File: src/rtl/scan_pkg.sv
// Shared constants for the digit refresh scanner: FSM encoding and parameter defaults.
package scan_pkg;

    localparam int TICK_DIV_DEF  = 100000;
    localparam int BLANK_CYC_DEF = 1000;
    localparam int BLINK_DIV_DEF = 500;

    localparam logic [1:0] ST_IDLE  = 2'd0;
    localparam logic [1:0] ST_BLANK = 2'd1;
    localparam logic [1:0] ST_SHOW  = 2'd2;

endpackage

File: src/rtl/refresh_scan_if.sv
// Display-side bundle of the refresh scanner: digit data/enables in, drive signals out.
interface refresh_scan_if;
    import scan_pkg::*;

    logic [31:0] digits_in;
    logic [7:0]  dig_en;
    logic [7:0]  blink_mask;
    logic [2:0]  rc_out;
    logic [3:0]  digit_out;
    logic        blank_out;
    logic        tick_out;

    modport master (
        output digits_in, dig_en, blink_mask,
        input  rc_out, digit_out, blank_out, tick_out
    );

    modport slave (
        input  digits_in, dig_en, blink_mask,
        output rc_out, digit_out, blank_out, tick_out
    );

endinterface

File: src/rtl/tick_gen.sv
// Slot prescaler: counts 0..DIV-1 and raises a registered tick while the count sits at DIV-1.
module tick_gen #(
    parameter int DIV = 100000
) (
    input  logic clk,
    input  logic rst_n,
    output logic tick
);

    localparam int W = $clog2(DIV);

    logic [W-1:0] cnt;

    // tick is registered one count early so it coincides with cnt == DIV-1
    always_ff @(posedge clk or negedge rst_n) begin
        if (!rst_n) begin
            cnt  <= '0;
            tick <= 1'b0;
        end else begin
            cnt  <= (cnt == W'(DIV - 1)) ? '0 : cnt + W'(1);
            tick <= (cnt == W'(DIV - 2));
        end
    end

endmodule

File: src/rtl/refresh_scan.sv
// Multiplexed 8-digit display scanner with per-slot anti-ghost blanking and digit blink.
//
//   state    | meaning
//   ---------+-------------------------------------------------------------
//   ST_IDLE  | no digit enabled; anodes off, waiting for a tick with enables
//   ST_BLANK | start of a slot; anodes off for BLANK_CYC cycles
//   ST_SHOW  | digit driven; blanked only by blink phase on masked digits
module refresh_scan
    import scan_pkg::*;
#(
    parameter int TICK_DIV  = TICK_DIV_DEF,
    parameter int BLANK_CYC = BLANK_CYC_DEF,
    parameter int BLINK_DIV = BLINK_DIV_DEF
) (
    input  logic           clk,
    input  logic           rst_n,
    refresh_scan_if.slave  sif
);

    localparam int BW = $clog2(BLANK_CYC + 1);
    localparam int KW = $clog2(BLINK_DIV + 1);
    localparam logic [BW-1:0] BLANK_LAST = BW'(BLANK_CYC - 1);
    localparam logic [KW-1:0] BLINK_LAST = KW'(BLINK_DIV - 1);

    logic          tick;
    logic [1:0]    state, state_nxt;
    logic [2:0]    rc, rc_nxt;
    logic [BW-1:0] blank_cnt, blank_cnt_nxt;
    logic [KW-1:0] blink_cnt, blink_cnt_nxt;
    logic          blink_phase, blink_phase_nxt;
    logic          mask_bit, mask_bit_nxt;
    logic [3:0]    digit_q;
    logic          blank_q;

    // Nearest enabled index strictly above cur (wrapping); returns cur when it is the only one.
    function automatic logic [2:0] next_enabled(input logic [2:0] cur, input logic [7:0] en);
        logic [2:0] idx;
        next_enabled = cur;
        for (int i = 8; i >= 1; i--) begin
            idx = cur + 3'(i);
            if (en[idx]) next_enabled = idx;
        end
    endfunction

    tick_gen #(.DIV(TICK_DIV)) u_tick_gen (
        .clk   (clk),
        .rst_n (rst_n),
        .tick  (tick)
    );

    always_comb begin
        state_nxt       = state;
        rc_nxt          = rc;
        blank_cnt_nxt   = blank_cnt;
        mask_bit_nxt    = mask_bit;
        blink_cnt_nxt   = blink_cnt;
        blink_phase_nxt = blink_phase;

        if (tick) begin
            if (blink_cnt == BLINK_LAST) begin
                blink_cnt_nxt   = '0;
                blink_phase_nxt = ~blink_phase;
            end else begin
                blink_cnt_nxt = blink_cnt + KW'(1);
            end
        end

        // Enables and blink mask are only sampled at slot boundaries, except all-off
        if (sif.dig_en == 8'h00) begin
            state_nxt = ST_IDLE;
        end else if (tick) begin
            rc_nxt        = next_enabled((state == ST_IDLE) ? 3'd7 : rc, sif.dig_en);
            state_nxt     = ST_BLANK;
            blank_cnt_nxt = BLANK_LAST;
            mask_bit_nxt  = sif.blink_mask[rc_nxt];
        end else if (state == ST_BLANK) begin
            if (blank_cnt == '0) state_nxt = ST_SHOW;
            else                 blank_cnt_nxt = blank_cnt - BW'(1);
        end
    end

    always_ff @(posedge clk or negedge rst_n) begin
        if (!rst_n) begin
            state       <= ST_BLANK;
            rc          <= 3'd0;
            blank_cnt   <= BLANK_LAST;
            blink_cnt   <= '0;
            blink_phase <= 1'b0;
            mask_bit    <= 1'b0;
            digit_q     <= 4'd0;
            blank_q     <= 1'b1;
        end else begin
            state       <= state_nxt;
            rc          <= rc_nxt;
            blank_cnt   <= blank_cnt_nxt;
            blink_cnt   <= blink_cnt_nxt;
            blink_phase <= blink_phase_nxt;
            mask_bit    <= mask_bit_nxt;
            digit_q     <= sif.digits_in[{rc, 2'b00} +: 4];
            blank_q     <= (state_nxt != ST_SHOW) | (blink_phase_nxt & mask_bit_nxt);
        end
    end

    assign sif.rc_out    = rc;
    assign sif.digit_out = digit_q;
    assign sif.blank_out = blank_q;
    assign sif.tick_out  = tick;

endmodule

File: src/flat_wrapper.sv
// flat-port wrapper written by rule: the top's interface ports become plain ports
module refresh_scan_flat import scan_pkg::*;
#(
    parameter int TICK_DIV  = TICK_DIV_DEF,
    parameter int BLANK_CYC = BLANK_CYC_DEF,
    parameter int BLINK_DIV = BLINK_DIV_DEF
)
  (clk, rst_n, sif_digits_in, sif_dig_en, sif_blink_mask, sif_rc_out, sif_digit_out, sif_blank_out, sif_tick_out);
  refresh_scan_if sif_i ();
  input  logic clk;
  input  logic rst_n;
  input wire logic [$bits(sif_i.digits_in)-1:0] sif_digits_in;
  input wire logic [$bits(sif_i.dig_en)-1:0] sif_dig_en;
  input wire logic [$bits(sif_i.blink_mask)-1:0] sif_blink_mask;
  output wire logic [$bits(sif_i.rc_out)-1:0] sif_rc_out;
  output wire logic [$bits(sif_i.digit_out)-1:0] sif_digit_out;
  output wire logic [$bits(sif_i.blank_out)-1:0] sif_blank_out;
  output wire logic [$bits(sif_i.tick_out)-1:0] sif_tick_out;
  assign sif_i.digits_in = sif_digits_in;
  assign sif_i.dig_en = sif_dig_en;
  assign sif_i.blink_mask = sif_blink_mask;
  assign sif_rc_out = sif_i.rc_out;
  assign sif_digit_out = sif_i.digit_out;
  assign sif_blank_out = sif_i.blank_out;
  assign sif_tick_out = sif_i.tick_out;
  refresh_scan #(.TICK_DIV(TICK_DIV), .BLANK_CYC(BLANK_CYC), .BLINK_DIV(BLINK_DIV)) u_core (.clk(clk), .rst_n(rst_n), .sif(sif_i));
endmodule
File: config.mk
export PLATFORM = sky130hd
export DESIGN_NAME = refresh_scan_flat
export DESIGN_NICKNAME = d
export VERILOG_FILES = /design/src/rtl/scan_pkg.sv /design/src/rtl/refresh_scan_if.sv /design/src/rtl/tick_gen.sv /design/src/rtl/refresh_scan.sv /design/src/flat_wrapper.sv
export SDC_FILE = /design/constraint.sdc
export NUM_CORES = 1
export LEC_CHECK = 0
export ABC_AREA = 0
export CORE_MARGIN = 2
export CORE_UTILIZATION = 51
export DETAILED_ROUTE_END_ITERATION = 6
export HOLD_SLACK_MARGIN = 0.15
export PLACE_DENSITY = 0.75
export SYNTH_ARGS = -nofsm -noshare
export SYNTH_HDL_FRONTEND = slang
export SYNTH_SLANG_ARGS = --single-unit
File: constraint.sdc
create_clock -name clk -period 7.4 [get_ports clk]
set_input_delay 1.85 -clock clk [delete_from_list [all_inputs] [get_ports clk]]
set_output_delay 1.85 -clock clk [all_outputs]
set_load 0.03 [all_outputs]
==> flow_metrics.tcl, run 1 <==
set metrics [dict create \
    syn_nets 408 \
    first_global_vias 2865 \
    postSynth.asyncResetShare 1.00 \
    core_area_mm2 0.00668 \
    ir_worst_vdd_v 0.000136 \
    port_buffers 58 \
    skew_ns 0.00860 \
    stdcell_area_mm2 0.00417 \
    wl_met1_mm 3.37 \
    fin_util 0.624 \
    cts_tree "done" \
    ys_types 64 \
    netlist_area_mm2 0.00348 \
    synth_xor_area_frac 0.0839 \
    wl_mm 7.63 \
    die_width_um 86.6 \
    relSlewSlack 0.301 \
    startpoint_type "primary input" \
    max_freq_mhz 230 \
    yosysMostFrequentCell "nand2_1" \
    timing.rr.end "u_core.mask_bit" \
    synthFlopType "dfrtp_1" \
    critPathSlowestCell "mux4_2" \
    status "complete, no violations" \
    clock-root-buffer "clkbuf_8" \
    critPathMaxFanout 5 \
    ys_warn_count 0 \
    hold_viol_final 0 \
    final-setup-viol-count 0 \
    yosysSeqAreaShare 0.356 \
    whs_ns 0.474 \
    num-nets-final 460 \
    grt_max_degree 50 \
    dieArea_mm2 0.00749 \
    wl_met3_um 211 \
    synth_top_cell_area_share 0.281 \
    worstPathRequired_ns 7.62 \
    synth-simple-area-share 0.186 \
    synth_mux_area_frac 0.183 \
    dr_total_vias 2824 \
    stdcell_count 485 \
    drt_iter0_markers 128 \
    synthAdderAreaFrac 0.0216 \
    maxCapViolations 0 \
    synth_area_leaders "dfrtp_1 28%, mux4_2 7.8%, dfstp_2 7.6%, mux2i_1 5.8%, nand2_1 5.2%" \
    synth_top_family_by_area "simple AND/OR/NAND/NOR gates" \
    power_density_mw_per_mm2 160 \
    boundaryPins 59 \
    r2r_start "u_core.sif.rc_out[0]" \
    die_h_um 86.6 \
    ctsResizeCount 0 \
    viasPerCell 5.82 \
    setup.worst_path.end_class "flop" \
    synth_top_cell_by_area "dfrtp_1" \
    p_comb_frac 0.339 \
    drt_pass1_iterations 4 \
    synth_commonest_cells "48 x nand2_1, 39 x dfrtp_1, 31 x nor2_1, 20 x mux2i_1" \
    fin_setup_tns_ns 0 \
    placed_area_mm2 0.00407 \
    dp_cells 477 \
    ant_nets 0 \
    antennaDiodeCount 0 \
    drc 0 \
    met2_length_mm 3.94 \
    syn_to_final_growth_pct 19.9 \
    holdCritPathClass "reg -> reg" \
    fin_crit_sh 0.587 \
    criticalPathCategory "in -> reg" \
    p_switching_uw 203 \
    drive_gt1_frac 0.141 \
    dp_hpwl_mm 5.76 \
    top_layer "met4" \
    rsz0062_at_grt "no" \
    tightest_slew_ns 1.05 \
    antenna_found_initial 0 \
    cts_sinks 49 \
    htreeDepth 2 \
    insertion_delay_ns 0.29 \
    endpoint "u_core.mask_bit" \
    hold_buffers 0 \
    synth_compound_area_frac 0.130 \
    slowest_delay_ns 0.55 \
    cts.clk_slew.worst_paths_ns 0.09 \
    cp.arrival_ns 4.56 \
    critPathLaunch "sif_dig_en[7]" \
    crit_family "compound AO/OA/AOI/OAI gates" \
    start_util 0.520 \
    slew_violations 0 \
    p_sw_frac 0.305 \
    r2r_cells 12 \
    wl_per_cell_um 15.7 \
    p_int_uw 463 \
    ys_seq_elements 49 \
    path_depth 9 \
    grt_pass1_wl_mm 13.4 \
    p_leak_nw 1.71 \
    gp_congestion 0.998 \
    synth_cells 352 \
    syn_avg_cell_area_um2 9.87 \
    cp.buffers_inverters 1 \
    cts_buffers 5 \
    synth_edf_count 0 \
    final_period_minus_worst_setup_slack_ns 4.34 \
    clkPwrFrac 0.251 \
    clockBufferDepth 2 \
    grt_usage 0.223 \
    whs_path_depth 1 \
    rows 30 \
    rrSetupSlack_ns 3.19 \
    cts_setup_buffers 0 \
    crit_chain "clkdlybuf4s50_1 -> mux4_2 -> a221oi_1 -> o2111ai_1 -> a41oi_1 -> o22ai_2 -> mux2i_1 -> o22a_1 -> o211ai_2" \
    seqPwrFrac 0.410 \
    grt_overflow_total 0 \
]
[routing by layer]
metal,vias up,track usage
met2,70,0.385
met3,10,0.0257
met4,0,0.0696
met5,-,0
li1,1386,-
met1,1358,0.294
[cells in the final DEF, fill, tap and decap left out, types with 3 or more instances in the layout]
| cell | instances |
|---|---|
| dfrtp_1 | 39 |
| nor2_1 | 31 |
| a21oi_1 | 11 |
| inv_1 | 10 |
| mux2i_1 | 20 |
| mux2_2 | 7 |
| o22ai_1 | 3 |
| mux2_4 | 3 |
| xor2_1 | 11 |
| nand2_1 | 48 |
| a211oi_1 | 3 |
| nor3_1 | 3 |
| xnor2_1 | 16 |
| nand2b_1 | 3 |
| nand3b_1 | 3 |
| ha_1 | 6 |
| mux4_2 | 12 |
| nand4_1 | 7 |
| dfstp_2 | 10 |
| clkbuf_8 | 7 |
| o22a_1 | 3 |
| nor4_1 | 6 |
| or3_1 | 3 |
| o31ai_1 | 3 |
| o21ai_0 | 16 |
| o2111ai_1 | 3 |
| clkdlybuf4s50_1 | 57 |
| nand3_1 | 15 |
| and3_1 | 4 |
[metrics by stage]
stage          power (mW)  setup WS (ns)
2_1_floorplan       0.439           3.56
5_1_grt             0.702           2.87
3_5_place_dp        0.501           2.77
6_report            0.666           3.06
4_1_cts             0.671           3.07
3_3_place_gp        0.498           2.83
[flip-flops by register name, summed over array words and instances, names as in the netlist]
name and flops:
u_core.sif.blank_out 1, u_core.blink_cnt 9, u_core.sif.rc_out 3, u_core.blank_cnt 10, u_core.state 2, u_core.mask_bit 1, u_core.blink_phase 1, u_core.u_tick_gen.tick 1
u_core.u_tick_gen.cnt 17, u_core.sif.digit_out 4
[cell type report]
| cell class | count | area, um2 |
|---|---|---|
| inverters | 11 | 41.3 |
| well taps | 80 | 100 |
| clock inverters | 1 | 5.00 |
| clock buffers | 7 | 96.3 |
| multi-input cells | 278 | 2100 |
| flip-flops and latches | 49 | 1240 |
| repair buffers | 59 | 583 |
| fillers | 579 | 2510 |
[power groups by stage]
| stage | logic, mW | registers [mW] | clock network, mW |
|---|---|---|---|
| 2_1_floorplan | 0.158 | 0.281 | 0 |
| 3_3_place_gp | 0.221 | 0.278 | 0 |
| 3_5_place_dp | 0.223 | 0.278 | 0 |
| 4_1_cts | 0.225 | 0.273 | 0.173 |
| 5_1_grt | 0.246 | 0.273 | 0.183 |
| 6_report | 0.226 | 0.273 | 0.167 |
[logic make-up (layout without fill, tap and decap cells)]
group	after synthesis	in the layout
buffers and inverters	25	78
xor gates and xnor gates	29	29
muxes	44	44
DFF	49	49
adders and majority gates	6	6
and+or+nand+nor	136	136
AOI/OAI and AO/OA	63	63
[worst min path at each step]
stage,start,end,slack (ns)
finish,u_core.blink_phase,u_core.blink_phase,0.47
floorplan,u_core.blink_phase,u_core.blink_phase,0.44
global route,u_core.blink_phase,u_core.blink_phase,0.50
CTS,u_core.blink_phase,u_core.blink_phase,0.48
detailed placement,u_core.blink_phase,u_core.blink_phase,0.46
global placement,u_core.blink_phase,u_core.blink_phase,0.45
Power figures use the tool's default switching activity.
==> run 2: changes to the inputs <==
- clock period: 7.4 -> 4.55 ns (I/O delays scaled with it)
==> flow_metrics.tcl, run 2 (synthesis results as in run 1) <==
set metrics [dict create \
    status "complete, no violations" \
    htreeDepth 2 \
    port_buffers 58 \
    critPathSlowestCell "mux4_2" \
    grt_overflow_total 0 \
    cts_setup_buffers 0 \
    gp_congestion 0.987 \
    drt_pass1_iterations 6 \
    final-setup-viol-count 0 \
    clockBufferDepth 2 \
    cts_buffers 5 \
    viasPerCell 5.92 \
    top_regs "u_core.u_tick_gen.cnt (17), u_core.blank_cnt (10), u_core.blink_cnt (9)" \
    boundaryPins 59 \
    crit_chain "nor2_1 -> or2_2 -> inv_1 -> ha_1 -> xnor2_4 -> mux4_2 -> a221oi_2 -> o21ai_2 -> mux2i_1 -> a221o_1 -> o2111ai_1 -> o211ai_2" \
    drive_gt1_frac 0.147 \
    clock-root-buffer "clkbuf_8" \
    critPathMaxFanout 10 \
    dieArea_mm2 0.00749 \
    hold_viol_final 0 \
    slowest_delay_ns 0.56 \
    cts.clk_slew.worst_paths_ns 0.09 \
    maxCapViolations 0 \
    syn_to_final_growth_pct 21.5 \
    wl_mm 7.72 \
    regMostFlops "u_core.u_tick_gen.cnt" \
    grt_pass1_wl_mm 13.2 \
    dr_total_vias 2890 \
    core_area_mm2 0.00668 \
    p_leak_nw 1.74 \
    die_h_um 86.6 \
    setup.worst_path.end_class "flop" \
    antennaDiodeCount 0 \
    insertion_delay_ns 0.30 \
    ctsResizeCount 0 \
    ant_nets 0 \
    cts_sinks 49 \
    grt_usage 0.218 \
    drc 0 \
    start_util 0.520 \
    holdCritPathClass "reg -> reg" \
    startpoint_type "flop" \
    hold_buffers 0 \
    die_width_um 86.6 \
    layout_common_cells "57 x clkdlybuf4s50_1, 48 x nand2_1, 39 x dfrtp_1" \
    final_common_cell "clkdlybuf4s50_1" \
    fin_util 0.632 \
    largest_register_ffs 17 \
    fin_crit_sh 0.862 \
    met2_length_mm 3.95 \
    first_global_vias 2890 \
    cts_tree "done" \
    fin_setup_tns_ns 0 \
    skew_ns 0.00876 \
    antenna_found_initial 0 \
    tightest_slew_ns 1.06 \
    grt_max_degree 50 \
    final_period_minus_worst_setup_slack_ns 3.92 \
    num-nets-final 463 \
    criticalPathCategory "reg -> reg" \
    top_layer "met4" \
    drt_iter0_markers 130 \
    cp.arrival_ns 4.09 \
    rows 30 \
    wl_met1_mm 3.27 \
    rsz0062_at_grt "no" \
    relSlewSlack 0.290 \
    wl_met3_um 386 \
    dp_hpwl_mm 5.79 \
    wl_per_cell_um 15.8 \
    ir_worst_vdd_v 0.000222 \
    max_freq_mhz 255 \
    worstPathRequired_ns 4.72 \
    slew_violations 0 \
    power_density_mw_per_mm2 278 \
]
-- run 2: cell type report --
type                       count  area [um2]
clock buffer                   5        68.8
multi-input combinational    278        2100
sequential                    49        1240
timing repair buffer          62         606
fill                         567        2460
inverter                      11        41.3
tap                           80         100
clock inverter                 3        65.1
-- run 2: path summary, 6_finish.rpt --
| path | end | slack [ns] | startpoint | depth (start not counted) |
|---|---|---|---|---|
| max | u_core.mask_bit | 0.63 | u_core.state[1] | 12 |
| min | u_core.blink_phase | 0.48 | u_core.blink_phase | 1 |
| max reg2reg | u_core.mask_bit | 0.63 | u_core.state[1] | 12 |
| min reg2reg | u_core.blink_phase | 0.48 | u_core.blink_phase | 1 |
| max in group asynchronous | u_core.sif.digit_out[3] | 2.86 | rst_n | 1 |
| min in group asynchronous | u_core.blink_cnt[5] | 1.02 | rst_n | 1 |
-- run 2: worst max-delay path, delay by kind of cell, from the launching register on --
| family | cells | cell delay (ns) |
|---|---|---|
| adders and majority gates | 1 | 0.31 |
| xor gates and xnor gates | 1 | 0.31 |
| muxes | 2 | 0.76 |
| buffers and inverters | 1 | 0.14 |
| AOI/OAI and AO/OA | 5 | 1.05 |
| and+or+nand+nor | 2 | 0.77 |
| DFF | 1 | 0.45 |
-- run 2: routing by layer --
metal / GRT usage / vias up
met5: 0 / -
met4: 0.0511 / 0
met3: 0.0400 / 16
met2: 0.384 / 89
met1: 0.280 / 1391
li1: - / 1394
-- run 2: per-stage QoR --
stage	power (mW)	hold WS (ns)	instances	instance area, um2	worst slack (ns)
3_5_place_dp	0.816	0.467	480	4090	0.673
4_1_cts	1.18	0.484	488	4220	0.668
5_1_grt	1.23	0.500	488	4220	0.293
2_1_floorplan	0.714	0.436	352	3480	1.02
3_3_place_gp	0.810	0.449	480	4090	0.715
6_report	1.18	0.481	488	4220	0.628
-- run 2: power breakdown --
part           switching, mW  total (mW)  internal, mW
Clock                  0.142       0.360         0.218
Combinational          0.197       0.372         0.175
Sequential           0.00278       0.443         0.440
